`config.mk`:
```
export PLATFORM = sky130hd
export DESIGN_NAME = hazard_ctrl
export DESIGN_NICKNAME = d
export VERILOG_FILES = /design/src/rtl/hazard_ctrl.sv
export SDC_FILE = /design/constraint.sdc
export NUM_CORES = 1
export LEC_CHECK = 0
export CORE_ASPECT_RATIO = 0.6
export CORE_MARGIN = 1.5
export CORE_UTILIZATION = 52
export DETAILED_ROUTE_END_ITERATION = 12
export HOLD_SLACK_MARGIN = 0.1
export PLACE_DENSITY = 0.85
export SYNTH_ARGS = -nofsm -noshare
export SYNTH_HDL_FRONTEND = slang
export SYNTH_SLANG_ARGS = --single-unit
```
`constraint.sdc`:
```
create_clock -name clk -period 5.9 [get_ports clk]
set_input_delay 0.59 -clock clk [delete_from_list [all_inputs] [get_ports clk]]
set_output_delay 0.59 -clock clk [all_outputs]
set_load 0.01 [all_outputs]
```
`src/rtl/hazard_ctrl.sv`:
```
// rtl/hazard_ctrl.sv - pipeline hazard controller: scoreboard, stall/flush sequencing, EX forwarding
module hazard_ctrl #(
  parameter int CNT_W = 32
) (
  input  logic             clk,
  input  logic             rst,
  input  logic [31:0]      id_inst,
  input  logic             id_valid,
  input  logic             ex_redirect,
  input  logic             mem_busy,
  output logic             stall_pc,
  output logic             stall_if_id,
  output logic             flush_if_id,
  output logic             bubble_ex,
  output logic             freeze,
  output logic [1:0]       fwd_rs1,
  output logic [1:0]       fwd_rs2,
  output logic [CNT_W-1:0] stall_cycles
);

  localparam logic [6:0] OPC_OP     = 7'b0110011;
  localparam logic [6:0] OPC_OP_IMM = 7'b0010011;
  localparam logic [6:0] OPC_LOAD   = 7'b0000011;
  localparam logic [6:0] OPC_STORE  = 7'b0100011;
  localparam logic [6:0] OPC_BRANCH = 7'b1100011;
  localparam logic [6:0] OPC_JAL    = 7'b1101111;
  localparam logic [6:0] OPC_JALR   = 7'b1100111;
  localparam logic [6:0] OPC_LUI    = 7'b0110111;
  localparam logic [6:0] OPC_AUIPC  = 7'b0010111;
  localparam logic [6:0] OPC_SYSTEM = 7'b1110011;

  typedef enum logic [1:0] {S_RUN, S_DRAIN, S_REDIR} state_e;

  typedef struct packed {
    logic       valid;
    logic [4:0] rd;
    logic       wr;
    logic       is_load;
  } slot_t;

  state_e           state_q, state_d;
  slot_t            ex_q, mem_q, wb_q;
  slot_t            id_slot;
  logic [1:0]       fwd_rs1_q, fwd_rs1_d, fwd_rs2_q, fwd_rs2_d;
  logic [CNT_W-1:0] cnt_q;

  logic [6:0] opcode;
  logic [2:0] funct3;
  logic [4:0] rs1, rs2, rd;
  logic       use_rs1, use_rs2, id_wr, id_load, id_csr;
  logic       load_use, slots_busy;
  logic       unused_bits;

  assign opcode      = id_inst[6:0];
  assign rd          = id_inst[11:7];
  assign funct3      = id_inst[14:12];
  assign rs1         = id_inst[19:15];
  assign rs2         = id_inst[24:20];
  assign unused_bits = ^{id_inst[31:25], wb_q[5:0], mem_q.is_load};

  // A slot entry only matters for hazards if it is real and writes a nonzero rd.
  function automatic logic hit(input slot_t s, input logic used, input logic [4:0] rs);
    return used && s.valid && s.wr && (s.rd == rs);
  endfunction

  // Decode register usage of the ID instruction; bubbles use and write nothing.
  always_comb begin
    use_rs1 = 1'b0;
    use_rs2 = 1'b0;
    id_wr   = 1'b0;
    id_load = id_valid && (opcode == OPC_LOAD);
    id_csr  = id_valid && (opcode == OPC_SYSTEM) && (funct3 != 3'd0);
    if (id_valid) begin
      case (opcode)
        OPC_OP:                    begin use_rs1 = 1'b1; use_rs2 = 1'b1; id_wr = 1'b1; end
        OPC_OP_IMM, OPC_LOAD:      begin use_rs1 = 1'b1; id_wr = 1'b1; end
        OPC_STORE, OPC_BRANCH:     begin use_rs1 = 1'b1; use_rs2 = 1'b1; end
        OPC_JAL, OPC_LUI, OPC_AUIPC: id_wr = 1'b1;
        OPC_JALR:                  begin use_rs1 = 1'b1; id_wr = 1'b1; end
        OPC_SYSTEM: begin
          // CSRRW/S/C read rs1; the immediate forms (funct3[2]=1) do not.
          id_wr   = id_csr;
          use_rs1 = id_csr && !funct3[2];
        end
        default: ;
      endcase
    end
    if (rd == 5'd0) id_wr = 1'b0;
    id_slot.valid   = id_valid;
    id_slot.rd      = rd;
    id_slot.wr      = id_wr;
    id_slot.is_load = id_load;
  end

  assign load_use   = ex_q.is_load && (hit(ex_q, use_rs1, rs1) || hit(ex_q, use_rs2, rs2));
  assign slots_busy = ex_q.valid || mem_q.valid || wb_q.valid;

  // Prioritised pipeline control and next-state selection.
  always_comb begin
    state_d     = state_q;
    stall_pc    = 1'b0;
    stall_if_id = 1'b0;
    flush_if_id = 1'b0;
    bubble_ex   = 1'b0;
    freeze      = 1'b0;
    if (rst) begin
      flush_if_id = 1'b1;
      bubble_ex   = 1'b1;
      state_d     = S_RUN;
    end else if (mem_busy) begin
      freeze      = 1'b1;
      stall_pc    = 1'b1;
      stall_if_id = 1'b1;
    end else if (ex_redirect) begin
      flush_if_id = 1'b1;
      bubble_ex   = 1'b1;
      state_d     = S_REDIR;
    end else begin
      case (state_q)
        S_REDIR: begin
          // Second wrong-path slot: the fetch issued in the redirect cycle.
          flush_if_id = 1'b1;
          state_d     = S_RUN;
        end
        S_DRAIN: begin
          if (slots_busy) begin
            stall_pc    = 1'b1;
            stall_if_id = 1'b1;
            bubble_ex   = 1'b1;
          end else begin
            state_d = S_RUN;
          end
        end
        default: begin
          if (load_use) begin
            stall_pc    = 1'b1;
            stall_if_id = 1'b1;
            bubble_ex   = 1'b1;
          end else if (id_csr && slots_busy) begin
            stall_pc    = 1'b1;
            stall_if_id = 1'b1;
            bubble_ex   = 1'b1;
            state_d     = S_DRAIN;
          end
        end
      endcase
    end
  end

  // Forwarding select for the instruction about to enter EX; EX slot is the newer producer.
  always_comb begin
    fwd_rs1_d = 2'd0;
    fwd_rs2_d = 2'd0;
    if (!bubble_ex) begin
      if (hit(ex_q, use_rs1, rs1))       fwd_rs1_d = 2'd1;
      else if (hit(mem_q, use_rs1, rs1)) fwd_rs1_d = 2'd2;
      if (hit(ex_q, use_rs2, rs2))       fwd_rs2_d = 2'd1;
      else if (hit(mem_q, use_rs2, rs2)) fwd_rs2_d = 2'd2;
    end
  end

  // Sequencer state; a frozen pipeline keeps its state.
  always_ff @(posedge clk) begin
    if (rst)          state_q <= S_RUN;
    else if (!freeze) state_q <= state_d;
  end

  // Scoreboard shift and forwarding registers advance together with the pipeline.
  always_ff @(posedge clk) begin
    if (rst) begin
      ex_q      <= '0;
      mem_q     <= '0;
      wb_q      <= '0;
      fwd_rs1_q <= 2'd0;
      fwd_rs2_q <= 2'd0;
    end else if (!freeze) begin
      ex_q      <= bubble_ex ? '0 : id_slot;
      mem_q     <= ex_q;
      wb_q      <= mem_q;
      fwd_rs1_q <= fwd_rs1_d;
      fwd_rs2_q <= fwd_rs2_d;
    end
  end

  // Stall-cycle performance counter, free-running modulo 2^CNT_W.
  always_ff @(posedge clk) begin
    if (rst)           cnt_q <= '0;
    else if (stall_pc) cnt_q <= cnt_q + 1'b1;
  end

  assign fwd_rs1      = fwd_rs1_q;
  assign fwd_rs2      = fwd_rs2_q;
  assign stall_cycles = cnt_q;

endmodule

```
-- Yosys cells after proc, flatten, opt, wreduce, memory -nomap -nowiden
Cells that the tools add are included.
- $add $sub $neg: 1
- reductions and logical operators: 29
- equality and inequality tests: 18
- muxes and demuxes: 35
- bitwise operators: 2
- operators with widths (kind ; number):
    32-bit by 1-bit adder with 32-bit output (second input constant) ; 1
    7-bit == test (second input constant) ; 4
    7-bit by 6-bit == test with 1-bit output (second input constant) ; 3
    5-bit == test ; 4
    1-bit 2-to-1 mux ; 20
    2-bit 2-to-1 mux ; 10
    1-bit logical AND ; 18
    7-bit by 5-bit == test with 1-bit output (second input constant) ; 2
    8-bit 2-to-1 mux ; 1
    7-bit by 2-bit == test with 1-bit output (second input constant) ; 1
    7-bit OR reduction ; 1
    1-bit one-hot mux with 2 select lines ; 3
    6-bit OR reduction ; 1
    5-bit logical NOT ; 1
    5-bit AND reduction ; 1
    4-bit by 2-bit inequality test with 1-bit output (second input constant) ; 1
    2-bit one-hot mux with 2 select lines ; 1
    4-bit nonzero test ; 1
    1-bit logical OR ; 3
    3-bit inequality test (second input constant) ; 1
    3-bit nonzero test ; 1
    3-bit OR reduction ; 1
    2-bit by 1-bit == test with 1-bit output (second input constant) ; 1
    2-bit == test (second input constant) ; 1
    2 further kinds ; 3
- output and inout port bits: 41
- bits of input ports: 37
- logic and storage cells: 97
- register bits after elaboration: 54

-- Depth between registers and ports, before layout
- word-level depth: 17
- depth in mapped cells: 10
- mapped depth without buffers: 9

-- Worst setup path after synthesis
OpenSTA, ideal clock, no wires.
- path kind: input port to output port
- start: in id_inst[13]
- end: out stall_pc
- slack: 3.188 ns
- arrival time: 2.122 ns
- cell stages on the path: 7
- path buffers: 1
- required time: 5.310 ns
- path through: o21ba_2 > a211oi_2 > and4b_4 > or3_4 > a21oi_2 > nor2_1 > buf_4
- cells in the longest elaborated chain, start to end: 15
- ends and longest elaborated chain (item ; RTL line ; source):
    start, declared ; 7 ; input logic [31:0] id_inst,
    3-bit nonzero test (*) ; 72 ; id_csr = id_valid && (opcode == OPC_SYSTEM) && (funct3 != 3'd0);
    1-bit logical AND (*) ; 72 ;
    1-bit logical AND ; 83 ; use_rs1 = id_csr && !funct3[2];
    1-bit one-hot mux with 2 select lines ; 74 ; case (opcode)
    1-bit 2-to-1 mux ; 73 ; if (id_valid) begin
    1-bit logical AND (3 in a row) ; 63 ; return used && s.valid && s.wr && (s.rd == rs);
    1-bit logical OR ; 95 ; assign load_use = ex_q.is_load && (hit(ex_q, use_rs1, rs1) || hit(ex_q, use_rs2, rs2));
    1-bit logical AND ; 95 ;
    1-bit 2-to-1 mux (*) ; - ;
    1-bit one-hot mux with 2 select lines (*) ; - ;
    1-bit 2-to-1 mux (*) (3 in a row) ; - ;
    end, declared ; 11 ; output logic stall_pc,
Mark *: on every way between the ends. The rest lies on a longest branch, timed or not.

-- Worst setup path in the final report
- start: in id_inst[2]
- end: out stall_if_id
- cells in the longest elaborated chain, start to end: 16
- ends and longest elaborated chain (item ; RTL line ; source):
    7-bit == test ; 72, 74 ;
    1-bit logical AND (2 in a row) ; 72 ;
    1-bit logical AND ; 83 ;
    1-bit one-hot mux with 2 select lines ; 74 ;
    1-bit 2-to-1 mux ; 73 ;
    1-bit logical AND (3 in a row) ; 63 ;
    1-bit logical OR ; 95 ;
    1-bit logical AND ; 95 ;
    1-bit 2-to-1 mux (*) ; 135 ; if (load_use) begin
    1-bit one-hot mux with 2 select lines (*) ; 119 ; case (state_q)
    1-bit 2-to-1 mux (*) ; 114 ; end else if (ex_redirect) begin
    1-bit 2-to-1 mux (*) ; 110 ; end else if (mem_busy) begin
    1-bit 2-to-1 mux (*) ; 106 ; if (rst) begin
    end, declared ; 12 ; output logic stall_if_id,
Marked as above.

==> metrics <==
crit start category=input pin; Total Nets Final=445; layout cell share with drive strength beyond 1=0.0765; num ports=78; vias in the first global route=2347; Worst Clk Skew=0.00898 ns; RSZ-0062 raised after global routing=no; I/O Buffers=70; cell mode on critical path=clkdlybuf4s50_1; Bufs on Longest Clock Path=2; Initial Util=0.556; synthesized flop and latch total=54; core box area=5230 µm²; sequential share of the synthesized area=0.372; ys async rst share=0; crit path kind=in -> out; worst-path maximum fanout=6; Leak=1.27 nW; Die Span Y=60.9 µm; Syn Area/Cell=between 8 and 9 µm²; metal2 WL=2970 µm; Placed Cells=464; largest stage delay on the critical path=between 0.5 and 0.6 ns; cts hold-fix bufs=0; Worst-path clk slew=0.09 ns; Post-synth EDFFs=0; final instance area=3760 µm²; CTS root buf=clkbuf_8; Worst-Skew Late Latency=0.31 ns; # clock sinks=between 50 and 60; Inserted Diodes=0; DRC Markers=0; relative slew slack=0.425; # setup viols final=0; slew at the pin with the worst max-slew slack=0.860 ns; Synth Cell Area=about 2900 µm²; synth unique cells=54; ANT nets after route=0; fin cells=about 470; Synth area leader=dfxtp_1; Die X=roughly 99 µm; # Max-Cap Violations=0; gr ovfl total=0; row count=20; outcome=finished, final reports clean; CP arrival=3.13 ns; Resized cells post-CTS=0; Yosys warnings=0; # H-tree levels=2; initial antenna violation count=0; DR top layer=met4; hpwl dp=5260 µm; Avg WL per Cell=15.2 µm; Synth-to-Final Area Change=29.5%; Synth Flop Type=dfxtp_1; met1 wire length=between 3000 and 4000 µm; syn_nets=between 300 and 400; initial DRC count=around 140; Final WS setup=2.18 ns; Final TNS setup=0 ns; Max Slew Vio Count=0; PwrDens=192 nW/µm²; Final Wtd Congestion=0.910; CP cell instances=clkdlybuf4s50_1 > and3b_1 > a211oi_2 > and4b_4 > or3_4 > a21oi_2 > nor2_1 > clkdlybuf4s50_1; first drt pass iteration count=5; fin crit share=0.631; VDD IR-drop max=around 0.00012 V; minimum clock period=3.72 ns; top post-synthesis cells by area=dfxtp_1 (37%), nor2_1 (6.3%), xnor2_1 (6.3%), xor2_1 (4.8%), a21oi_1 (3.4%); Hold Path Class=reg -> reg; TritonCTS clock tree=built; commonest non-fill, non-tap cell in the layout=clkdlybuf4s50_1; Via density=5.71; Achievable Freq=around 0.27 GHz; Tot GR Track Use=0.246; Critical Path RT=5.31 ns; Total Power=about 0.72 mW; slowest CP cell=clkdlybuf4s50_1; first-pass GRT wire length=11600 µm; post-place setup slack=between 2 and 2.5 ns; Worst Setup End Kind=output port; postcts setup bufs=0; CTS Buf Count=5; Synth top area share=0.372; Hold WS=0.457 ns; die area=6060 µm²; met3 wire length=566 µm; post-layout util=0.720; placed cell area=approximately 3700 µm²; Post-Syn Instances=about 340; commonest non-fill, non-tap cells in the layout=clkdlybuf4s50_1 (70), dfxtp_1 (54), nor2_1 (49); largest net degree at the start of global routing=31; final wirelength=7150 µm; Fin. Hold Viols=0; vias=about 2700
## sequential cells by signal, summed over array words and instances, names as in the netlist
| register | cells |
|---|---|
| fwd_rs2 | 2 |
| fwd_rs1 | 2 |
| state_q | 2 |
| ex_q | 8 |
| stall_cycles | 32 |
| mem_q | 7 |
| wb_q | 1 |
## path summary, 6_finish.rpt
kind	depth (start not counted)	end	slack, ns	from
min reg2reg	2	fwd_rs2[0]	0.46	fwd_rs2[0]
max reg2reg	9	stall_cycles[18]	3.35	state_q[0]
min	2	fwd_rs2[0]	0.46	fwd_rs2[0]
max	8	stall_if_id	2.18	id_inst[2]
## synth_stat cells, drive strengths merged, types with 2 or more instances
master and count:
nand3 13, nand2b 5, and2 2, dfxtp 54, o21bai 2, and4 4
mux2i 9, xor2 16, nor3 8, nand4b 2, a21oi 22, xnor2 21
or4 3, nor2 49, a22o 6, and3b 2, buf 6, o31ai 6
and3 2, a21boi 3, nand4 5, ha 3, a211oi 8, nor2b 2
nor4 5, o21ai 18, nand2 22, or3 11, clkbuf 6, mux2 3
inv 13
## where the power goes
part	leakage, nW	internal (mW)	switching, mW
registers	0.436	0.369	0.00683
clock network	0.0573	0.136	0.123
logic	0.772	0.0430	0.0428
## kinds of logic (layout without fill, tap and decap cells)
kind of cell | Yosys count | after routing | synth area share
adders and majority gates | 3 | 3 | 0.0129
AOI/OAI and AO/OA | 70 | 70 | 0.167
xor gates and xnor gates | 37 | 37 | 0.112
DFF | 54 | 54 | 0.372
muxes | 12 | 12 | 0.0426
and+or+nand+nor | 137 | 137 | 0.259
buffers and inverters | 25 | 92 | 0.0349
## layout make-up
class | count | area (µm²)
inverters | 13 | 48.8
clock inverters | 1 | 30.0
multi-input cells | 259 | 1720
clock buffers | 6 | 82.6
well taps | 66 | 82.6
fillers | 386 | 1470
repair buffers | 72 | 716
flip-flops and latches | 54 | 1080
## critical path, delay by kind of cell
family	cells	cell delay, ns
AO/OA/AOI/OAI	2	0.49
AND/OR/NAND/NOR	4	0.98
buffers and inverters	2	1.06
## layer usage
metal | vias up | track usage
met3 | 9 | 0.0576
li1 | 1322 | -
met5 | - | 0
met4 | 0 | 0.0543
met1 | 1241 | 0.360
met2 | 116 | 0.374
Power figures use the tool's default switching activity.
